<file path="config.mk">
export PLATFORM = sky130hd
export DESIGN_NAME = data_cache_flat
export DESIGN_NICKNAME = d
export VERILOG_FILES = /design/src/rtl/data_cache_if.sv /design/src/rtl/data_cache.sv /design/src/flat_wrapper.sv
export SDC_FILE = /design/constraint.sdc
export NUM_CORES = 1
export LEC_CHECK = 0
export BUFFER_PORTS_ARGS = -buffer_cell sky130_fd_sc_hd__buf_4
export CAP_MARGIN = 20
export CORE_ASPECT_RATIO = 0.6
export CORE_MARGIN = 3
export CORE_UTILIZATION = 40
export DETAILED_ROUTE_END_ITERATION = 8
export SYNTH_ARGS = -nofsm -noshare
export SYNTH_HDL_FRONTEND = slang
export SYNTH_SLANG_ARGS = --single-unit
</file>
<file path="constraint.sdc">
create_clock -name CLK -period 3.33 [get_ports CLK]
set_input_delay 0.4995 -clock CLK [delete_from_list [all_inputs] [get_ports CLK]]
set_output_delay 0.4995 -clock CLK [all_outputs]
set_load 0.01 [all_outputs]
</file>
<file path="src/rtl/data_cache_if.sv">
// CPU-side and memory-side signal bundle for the direct-mapped data cache.
interface data_cache_if;
  // CPU side
  logic        read;
  logic        write;
  logic [7:0]  address;
  logic [7:0]  writedata;
  logic [7:0]  readdata;
  logic        busywait;
  // Memory side
  logic        mem_read;
  logic        mem_write;
  logic [5:0]  mem_address;
  logic [31:0] mem_writedata;
  logic [31:0] mem_readdata;
  logic        mem_busywait;

  // Cache view
  modport slave (
    input  read, write, address, writedata, mem_readdata, mem_busywait,
    output readdata, busywait, mem_read, mem_write, mem_address, mem_writedata
  );

  // CPU/memory environment view
  modport master (
    output read, write, address, writedata, mem_readdata, mem_busywait,
    input  readdata, busywait, mem_read, mem_write, mem_address, mem_writedata
  );
endinterface

</file>
<file path="src/rtl/data_cache.sv">
// Direct-mapped, write-back, write-allocate data cache: 8 lines of 4 bytes.
// Read hits return data combinationally; misses write back a dirty victim,
// fetch the block, install it in UPDATE and then resolve as a hit.
module data_cache (
  input  logic         CLK,
  input  logic         RESET,
  data_cache_if.slave  bus
);

  localparam int unsigned LINES  = 8;
  localparam int unsigned TAG_W  = 3;
  localparam int unsigned IDX_W  = 3;
  localparam int unsigned OFF_W  = 2;
  localparam int unsigned BYTE_W = 8;
  localparam int unsigned BLK_W  = 32;
  localparam int unsigned MADR_W = TAG_W + IDX_W;

  typedef enum logic [1:0] {
    IDLE      = 2'd0,
    WRITEBACK = 2'd1,
    FETCH     = 2'd2,
    UPDATE    = 2'd3
  } state_t;

  state_t state;
  state_t state_next;

  // Line storage
  logic [LINES-1:0] valid;
  logic [LINES-1:0] dirty;
  logic [TAG_W-1:0] tag_mem  [LINES];
  logic [BLK_W-1:0] data_mem [LINES];

  // Request decode
  logic [TAG_W-1:0] req_tag;
  logic [IDX_W-1:0] req_idx;
  logic [OFF_W-1:0] req_off;
  logic             req;

  // Selected line
  logic [TAG_W-1:0]  line_tag;
  logic [BLK_W-1:0]  line_data;
  logic              line_valid;
  logic              line_dirty;
  logic              hit;
  logic [BYTE_W-1:0] sel_byte;

  // Update enables
  logic write_hit_en;
  logic fill_en;

  // Combinational outputs
  logic              busywait;
  logic [BYTE_W-1:0] readdata;
  logic              mem_read;
  logic              mem_write;
  logic [MADR_W-1:0] mem_address;
  logic [BLK_W-1:0]  mem_writedata;

  // Address fields and request presence
  assign req_tag = bus.address[7:5];
  assign req_idx = bus.address[4:2];
  assign req_off = bus.address[1:0];
  assign req     = bus.read | bus.write;

  // Indexed line lookup and hit detection (bitwise tag equality)
  assign line_tag   = tag_mem[req_idx];
  assign line_data  = data_mem[req_idx];
  assign line_valid = valid[req_idx];
  assign line_dirty = dirty[req_idx];
  assign hit        = line_valid & ~(|(line_tag ^ req_tag));

  // Byte select by offset: 0 -> [7:0] ... 3 -> [31:24]
  always_comb begin
    sel_byte = line_data[7:0];
    case (req_off)
      2'd0:    sel_byte = line_data[7:0];
      2'd1:    sel_byte = line_data[15:8];
      2'd2:    sel_byte = line_data[23:16];
      2'd3:    sel_byte = line_data[31:24];
      default: sel_byte = line_data[7:0];
    endcase
  end

  // A store takes priority over a load when both are requested
  assign write_hit_en = (state == IDLE) & bus.write & hit;
  assign fill_en      = (state == UPDATE);

  // State register
  always_ff @(posedge CLK or posedge RESET) begin
    if (RESET) begin
      state <= IDLE;
    end else begin
      state <= state_next;
    end
  end

  // Next-state and output decode
  always_comb begin
    state_next    = state;
    busywait      = 1'b0;
    readdata      = '0;
    mem_read      = 1'b0;
    mem_write     = 1'b0;
    mem_address   = '0;
    mem_writedata = '0;
    case (state)
      IDLE: begin
        busywait = req & ~hit;
        if (hit) begin
          readdata = sel_byte;
        end
        if (req && !hit) begin
          state_next = (line_valid && line_dirty) ? WRITEBACK : FETCH;
        end
      end
      WRITEBACK: begin
        busywait      = 1'b1;
        mem_write     = 1'b1;
        mem_address   = {line_tag, req_idx};
        mem_writedata = line_data;
        if (!bus.mem_busywait) begin
          state_next = FETCH;
        end
      end
      FETCH: begin
        busywait    = 1'b1;
        mem_read    = 1'b1;
        mem_address = {req_tag, req_idx};
        if (!bus.mem_busywait) begin
          state_next = UPDATE;
        end
      end
      UPDATE: begin
        busywait   = 1'b1;
        state_next = IDLE;
      end
      default: begin
        state_next = IDLE;
      end
    endcase
  end

  // Line status bits: cleared by reset, set on fill, dirtied on write hit
  always_ff @(posedge CLK or posedge RESET) begin
    if (RESET) begin
      valid <= '0;
      dirty <= '0;
    end else if (fill_en) begin
      valid[req_idx] <= 1'b1;
      dirty[req_idx] <= 1'b0;
    end else if (write_hit_en) begin
      dirty[req_idx] <= 1'b1;
    end
  end

  // Tag and data arrays: block install on fill, byte merge on write hit
  always_ff @(posedge CLK) begin
    if (fill_en) begin
      tag_mem[req_idx]  <= req_tag;
      data_mem[req_idx] <= bus.mem_readdata;
    end else if (write_hit_en) begin
      data_mem[req_idx][{req_off, 3'b000} +: BYTE_W] <= bus.writedata;
    end
  end

  // Drive the bundle
  assign bus.busywait      = busywait;
  assign bus.readdata      = readdata;
  assign bus.mem_read      = mem_read;
  assign bus.mem_write     = mem_write;
  assign bus.mem_address   = mem_address;
  assign bus.mem_writedata = mem_writedata;

endmodule
</file>
<file path="src/flat_wrapper.sv">
// flat-port wrapper written by rule: the top's interface ports become plain ports
module data_cache_flat 
  (CLK, RESET, bus_read, bus_write, bus_address, bus_writedata, bus_mem_readdata, bus_mem_busywait, bus_readdata, bus_busywait, bus_mem_read, bus_mem_write, bus_mem_address, bus_mem_writedata);
  data_cache_if bus_i ();
  input  logic CLK;
  input  logic RESET;
  input wire logic [$bits(bus_i.read)-1:0] bus_read;
  input wire logic [$bits(bus_i.write)-1:0] bus_write;
  input wire logic [$bits(bus_i.address)-1:0] bus_address;
  input wire logic [$bits(bus_i.writedata)-1:0] bus_writedata;
  input wire logic [$bits(bus_i.mem_readdata)-1:0] bus_mem_readdata;
  input wire logic [$bits(bus_i.mem_busywait)-1:0] bus_mem_busywait;
  output wire logic [$bits(bus_i.readdata)-1:0] bus_readdata;
  output wire logic [$bits(bus_i.busywait)-1:0] bus_busywait;
  output wire logic [$bits(bus_i.mem_read)-1:0] bus_mem_read;
  output wire logic [$bits(bus_i.mem_write)-1:0] bus_mem_write;
  output wire logic [$bits(bus_i.mem_address)-1:0] bus_mem_address;
  output wire logic [$bits(bus_i.mem_writedata)-1:0] bus_mem_writedata;
  assign bus_i.read = bus_read;
  assign bus_i.write = bus_write;
  assign bus_i.address = bus_address;
  assign bus_i.writedata = bus_writedata;
  assign bus_i.mem_readdata = bus_mem_readdata;
  assign bus_i.mem_busywait = bus_mem_busywait;
  assign bus_readdata = bus_i.readdata;
  assign bus_busywait = bus_i.busywait;
  assign bus_mem_read = bus_i.mem_read;
  assign bus_mem_write = bus_i.mem_write;
  assign bus_mem_address = bus_i.mem_address;
  assign bus_mem_writedata = bus_i.mem_writedata;
  data_cache u_core (.CLK(CLK), .RESET(RESET), .bus(bus_i));
endmodule
</file>
Word-level counts from Yosys, hierarchy flattened

Memory sizes are Yosys's and may differ from the RTL's.
Index checks and enable logic that the tools add are counted.
W data, S select, Z words.

Bits in registers: 18
Latch bits: 0
Bits in writable memories: 280
Memory bits (read-only): 0
Input port bits: 53
Output and inout port bits: 49
Logic and storage cells: 131
Memories kept: 2

Add/subtract/negate cells: 1
Multipliers: 0
Div/mod/pow operators: 0
Order comparisons: 2
Equal/unequal tests: 9
Shifts and indexed selects: 2
Mux-type cells: 58
Bitwise operators: 44
Reduce and logical (&&, ||, !) cells: 10

Memories:

| name            | depth | width | rd ports | clocked after Yosys merged registers in | wr ports | RTL line         | RTL |
|---|---|---|---|---|---|---|---|
| u_core.data_mem | 8     | 32    | 1        | 0                                       | 1        | data_cache.sv:32 | `logic [BLK_W-1:0] data_mem [LINES];` |
| u_core.tag_mem  | 8     | 3     | 1        | 0                                       | 1        | data_cache.sv:31 | `logic [TAG_W-1:0] tag_mem [LINES];` |

Operator list:

| kind                     | number |
|---|---|
| $mux W32                 | 2 |
| $mux W1                  | 41 |
| $or A1 B1 Y1             | 33 |
| $mux W8                  | 4 |
| $pmux W8 S4              | 1 |
| $shift A8 B7 Y32 const A | 1 |
| $shiftx A8 B7 Y32        | 1 |
| $or A8 B8 Y8             | 2 |
| $pmux W6 S2              | 1 |
| $and A8 B8 Y8            | 1 |
| $eq A2 B2 Y1 const B     | 4 |
| $mux W2                  | 4 |
| $not A8 Y8               | 1 |
| $pmux W2 S4              | 1 |
| $neg A5 Y7               | 1 |
| $bmux W1 S3              | 2 |
| $ne A2 B2 Y1 const B     | 3 |
| $reduce_or A3 Y1         | 2 |
| $and A1 B1 Y1            | 4 |
| $eq A2 B1 Y1 const B     | 2 |
| $logic_not A2 Y1         | 2 |
| $lt A3 B4 Y1 const B     | 1 |
| $demux W1 S3             | 1 |
| $ge A3 B1 Y1 const B     | 1 |
| other kinds (7)          | 10 |

Logic depth before layout (Yosys ltp)

An unclocked memory read counts as a cell.

Word-level depth: 10
Gate-level depth with buffers: 10
Mapped depth without buffers: 7

Least setup slack after synthesis

OpenSTA, ideal clock, no wires.

Kind: input-to-reg
From: in bus_address[2]
To: mem u_core.data_mem[2][0] (enable)
Arrival time: 2,649 ps
Data required time: 2,947 ps
Path slack: 298 ps
Cell stages on the path: 7
Buffers on the path: 1
Path through: buf_6 -> mux4_1 -> mux2i_4 -> xnor2_1 -> nor3_4 -> a31oi_1 -> nor3_1

Longest elaborated chain between the ends: 10
Elaborated cells between the ends (all ways): 12
Those cells by class: 5 x mux; 5 x bitwise; 1 x reduce/logical; 1 x memory

Ends and longest elaborated chain:

| element                        | RTL line          | RTL |
|---|---|---|
| from (decl)                    | flat_wrapper.sv:9 | `input wire logic [$bits(bus_i.address)-1:0] bus_address;` |
| $mem_v2 Z8 W3                  | n/a               |  |
| $xor A3 B3 Y3                  | data_cache.sv:71  | `assign hit = line_valid & ~(\|(line_tag ^ req_tag));` |
| $reduce_or A3 Y1               | data_cache.sv:71  |  |
| $not A1 Y1                     | data_cache.sv:71  |  |
| $and A1 B1 Y1                  | data_cache.sv:71  |  |
| $and A1 B1 Y1                  | data_cache.sv:86  | `assign write_hit_en = (state == IDLE) & bus.write & hit;` |
| $mux W1                        | data_cache.sv:162 | `end else if (write_hit_en) begin` |
| $mux W1                        | data_cache.sv:159 | `if (fill_en) begin` |
| $mux W32 (implied by the code) | data_cache.sv:163 | `data_mem[req_idx][{req_off, 3'b000} +: BYTE_W] <= bus.writedata;` |
| $or A1 B1 Y1 (no line)         | n/a               |  |
| to (decl)                      | data_cache.sv:32  |  |

Parallel ways exist; a longest one is shown, timed or not. The select of a mux whose other input is x is not followed.

Worst setup path after layout

From: in bus_address[3]
To: out bus_readdata[5]

Longest elaborated chain between the ends: 7
Elaborated cells between the ends (all ways): 11
Those cells by class: 5 x mux; 3 x bitwise; 1 x reduce/logical; 2 x memory

Ends and longest elaborated chain:

| element          | RTL line           | RTL |
|---|---|---|
| $mem_v2 Z8 W3    | n/a                |  |
| $xor A3 B3 Y3    | data_cache.sv:71   |  |
| $reduce_or A3 Y1 | data_cache.sv:71   |  |
| $not A1 Y1       | data_cache.sv:71   |  |
| $and A1 B1 Y1    | data_cache.sv:71   |  |
| $mux W8 *        | data_cache.sv:110  | `if (hit) begin` |
| $mux W8 *        | data_cache.sv:107  | `case (state)` |
| to (decl)        | flat_wrapper.sv:13 | `output wire logic [$bits(bus_i.readdata)-1:0] bus_readdata;` |

Mark *: on every way between the ends. The rest lies on a longest branch, timed or not. The select of a mux whose other input is x is not followed.

==> run summary <==
Cell area power density - 585.2 nW/µm²
Worst slack, placed - 0.005123 ns
Core area - 31660 µm²
Area of the die - 34880 µm²
Synth Instances - 856
Post_cts resized - 0
Critical path buffers and inverters - 3
Asr flop ratio synth - 0.06040
Drt via density - 5.731
CTS max path bufs - 3
Normalized max-slew margin - 0.4994
Row cnt - 50
Routability cong. - 0.8880
Mapped Area - 13040 µm²
CP max FO - 19
Hold Fails Final Rpt - 0
PnR worst setup slack - 0.01988 ns
Syn Nets - 919
Sequential Power Share - 0.476
Total track usage - 0.2228
Initial antenna violation count - 4
TritonRoute pass-1 iters - 7
Die Span Y - 145.9 µm
Max cap viols - 0
Synthesis-stage register bit count - 298
Commonest non-fill, non-tap cell in the layout - edfxtp_1
Drt wl/cell - 26.33 µm
Number of global-route vias before repair - 8344
Slew @ Worst Pin - 0.7501 ns
H-tree levels - 1
Die Width - 239.1 µm
Synth Area per Inst - 15.24 µm²
Max-slew violations - 0
NumNets Final - 1115
Global-route wire length before repair - 56570 µm
CP top delay family - multiplexers
Worst min path class - in2async
Required time of the worst setup path - 2.83 ns
Worst VDD drop - 363.8 µV
GRT overflow - 0
Max stage delay on crit path - 0.52 ns
Number of I/O pins - 102
Fillers - 2701
Clock share of power - 0.330
Unrepaired setup endpoints after global routing - yes
Leakage - 5.930 nW
Number of synthesized flops with an enable pin - 280
CTS Buf Count - 27
YS warnings - 0
Initial Util - 0.4120
CTS tree - yes
Clock Sinks - 298
NetSw - 2.482 mW
Drt total wl - 39210 µm
Post-DP HPWL - 28060 µm
# setup viols final - 0
Status - completed
Vias - 8534
Detail Route Antenna Nets - 0
Post-CTS setup buffer count - 0
Slowest CP cell - mux4_2
FMAX - 302.1 MHz
Worst path cell trace - buf_4 -> buf_12 -> mux4_2 -> mux2i_1 -> o22ai_1 -> a211oi_1 -> a211oi_1 -> buf_4
Final period util - 0.9940
CP Capture Type - output pin
Tmin final - 3.310 ns
Initial DRC count - 969
Worst skew pair latency - 0.55 ns
Hold Slack - 0.08566 ns
Ys flop type - edfxtp_1
Most frequent cells in the layout - 280 x edfxtp_1, 212 x buf_4, 61 x nor2_1, 60 x mux2i_1, 44 x nand2_1
Largest net degree at the start of global routing - 38
Layout cell share with drive strength beyond 1 - 0.3041
Setup CP Type - in2out
Net switching share of the total power - 0.2669
Register area share after synthesis - 0.6792
Drt drc - 0
IO buf count - 101
CP arrival - 2.81 ns
Hold Buf Count CTS - 0
Startpoint Class - input port
Pint - 6.819 mW
Final Skew - 0.01747 ns
Post-Route Setup TNS - 0 ns
CTS root buffer - clkbuf_16
Yosys cell types - 58
Logic pwr share - 0.194
CTS clock-pin slew for the worst setup and hold paths - 0.07 ns
Syn-to-layout area delta - 21.86%
-- synth_stat cells, types with 6 or more instances --
library cell	instances	area share
a221oi_1	42	0.028
nand2b_1	6	0.0029
nor2b_1	28	0.013
mux2_2	20	0.017
nor3_1	14	0.0054
nand2_1	44	0.013
nor2_1	62	0.018
inv_1	43	0.012
a21oi_1	9	0.0035
and3_1	12	0.0058
edfxtp_1	280	0.64
a31oi_1	9	0.0043
buf_1	7	0.0020
o21a_1	6	0.0035
and2_1	14	0.0067
o22ai_1	12	0.0058
mux2i_1	60	0.046
mux4_2	26	0.045
a22oi_1	16	0.0092
ha_1	10	0.0096
a211oi_1	8	0.0046
clkbuf_1	15	0.0043
or2_2	9	0.0043
buf_2	23	0.0088
dfrtp_1	18	0.035
-- per-stage QoR --
step | util | area, µm² | instances | power (mW)
after floorplan | - | 13040 | 856 | 5.444
after global placement | 0.4745 | 15020 | 1439 | 6.283
after detailed placement | 0.4745 | 15020 | 1439 | 6.295
after CTS | 0.5017 | 15880 | 1488 | 9.337
after global routing | 0.5021 | 15890 | 1489 | 9.645
final | 0.5021 | 15890 | 1489 | 9.302
-- power by group through the flow --
stage	Sequential (mW)	Clock, mW	Combinational (mW)
CTS	4.42	3.12	1.80
global route	4.44	3.27	1.93
detailed placement	4.50	0	1.79
finish	4.43	3.07	1.81
floorplan	4.48	0	0.964
global placement	4.50	0	1.78
-- worst paths after layout --
| kind | from | endpoint | slack, ns | cells past startpoint |
|---|---|---|---|---|
| setup / recovery | bus_address[3] | bus_readdata[5] | 0.02 | 8 |
| hold / removal | RESET | async pin | 0.09 | 2 |
| setup reg to reg | u_core.tag_mem[4][1] | u_core.data_mem[5][25] | 0.56 | 8 |
| hold reg to reg | u_core.valid[1] | u_core.valid[1] | 0.48 | 1 |
| max in group asynchronous | RESET | u_core.state[0] | 2.77 | 2 |
| min in group CLK | bus_address[7] | u_core.tag_mem[4][2] | 0.22 | 1 |
-- routing by layer --
metal	global-route usage	routed length [µm]
met5	0	0
met4	0.05163	923
met3	0.06742	4060
met2	0.3139	16570
met1	0.3378	17660
-- cell families after synthesis --
logic type,count (synthesis),share of synthesized area
DFF,298,0.6792
and+or+nand+nor,202,0.07962
AOI/OAI and AO/OA,139,0.08423
muxes,109,0.1140
buffers and inverters,97,0.03271
adders and majority gates,10,0.009593
xor gates and xnor gates,1,0.0006716
-- cell type report --
type | instances | area [µm²] | area share
Multi-Input combinational cell | 461 | 3769 | 0.2371
Clock buffer | 34 | 732.0 | 0.04605
Antenna cell | 1 | 2.502 | 0.0001574
Tap cell | 416 | 520.5 | 0.03275
Timing Repair Buffer | 218 | 1712 | 0.1077
Clock inverter | 15 | 127.6 | 0.008030
Inverter | 46 | 172.7 | 0.01086
Sequential cell | 298 | 8859 | 0.5573
-- sequential cells by signal, indices dropped and copies added (netlist names), named ones only --
register	cells
u_core.state	2
u_core.valid	8
u_core.tag_mem	24
u_core.data_mem	256
Note: power is estimated with default switching activity, not from simulation.
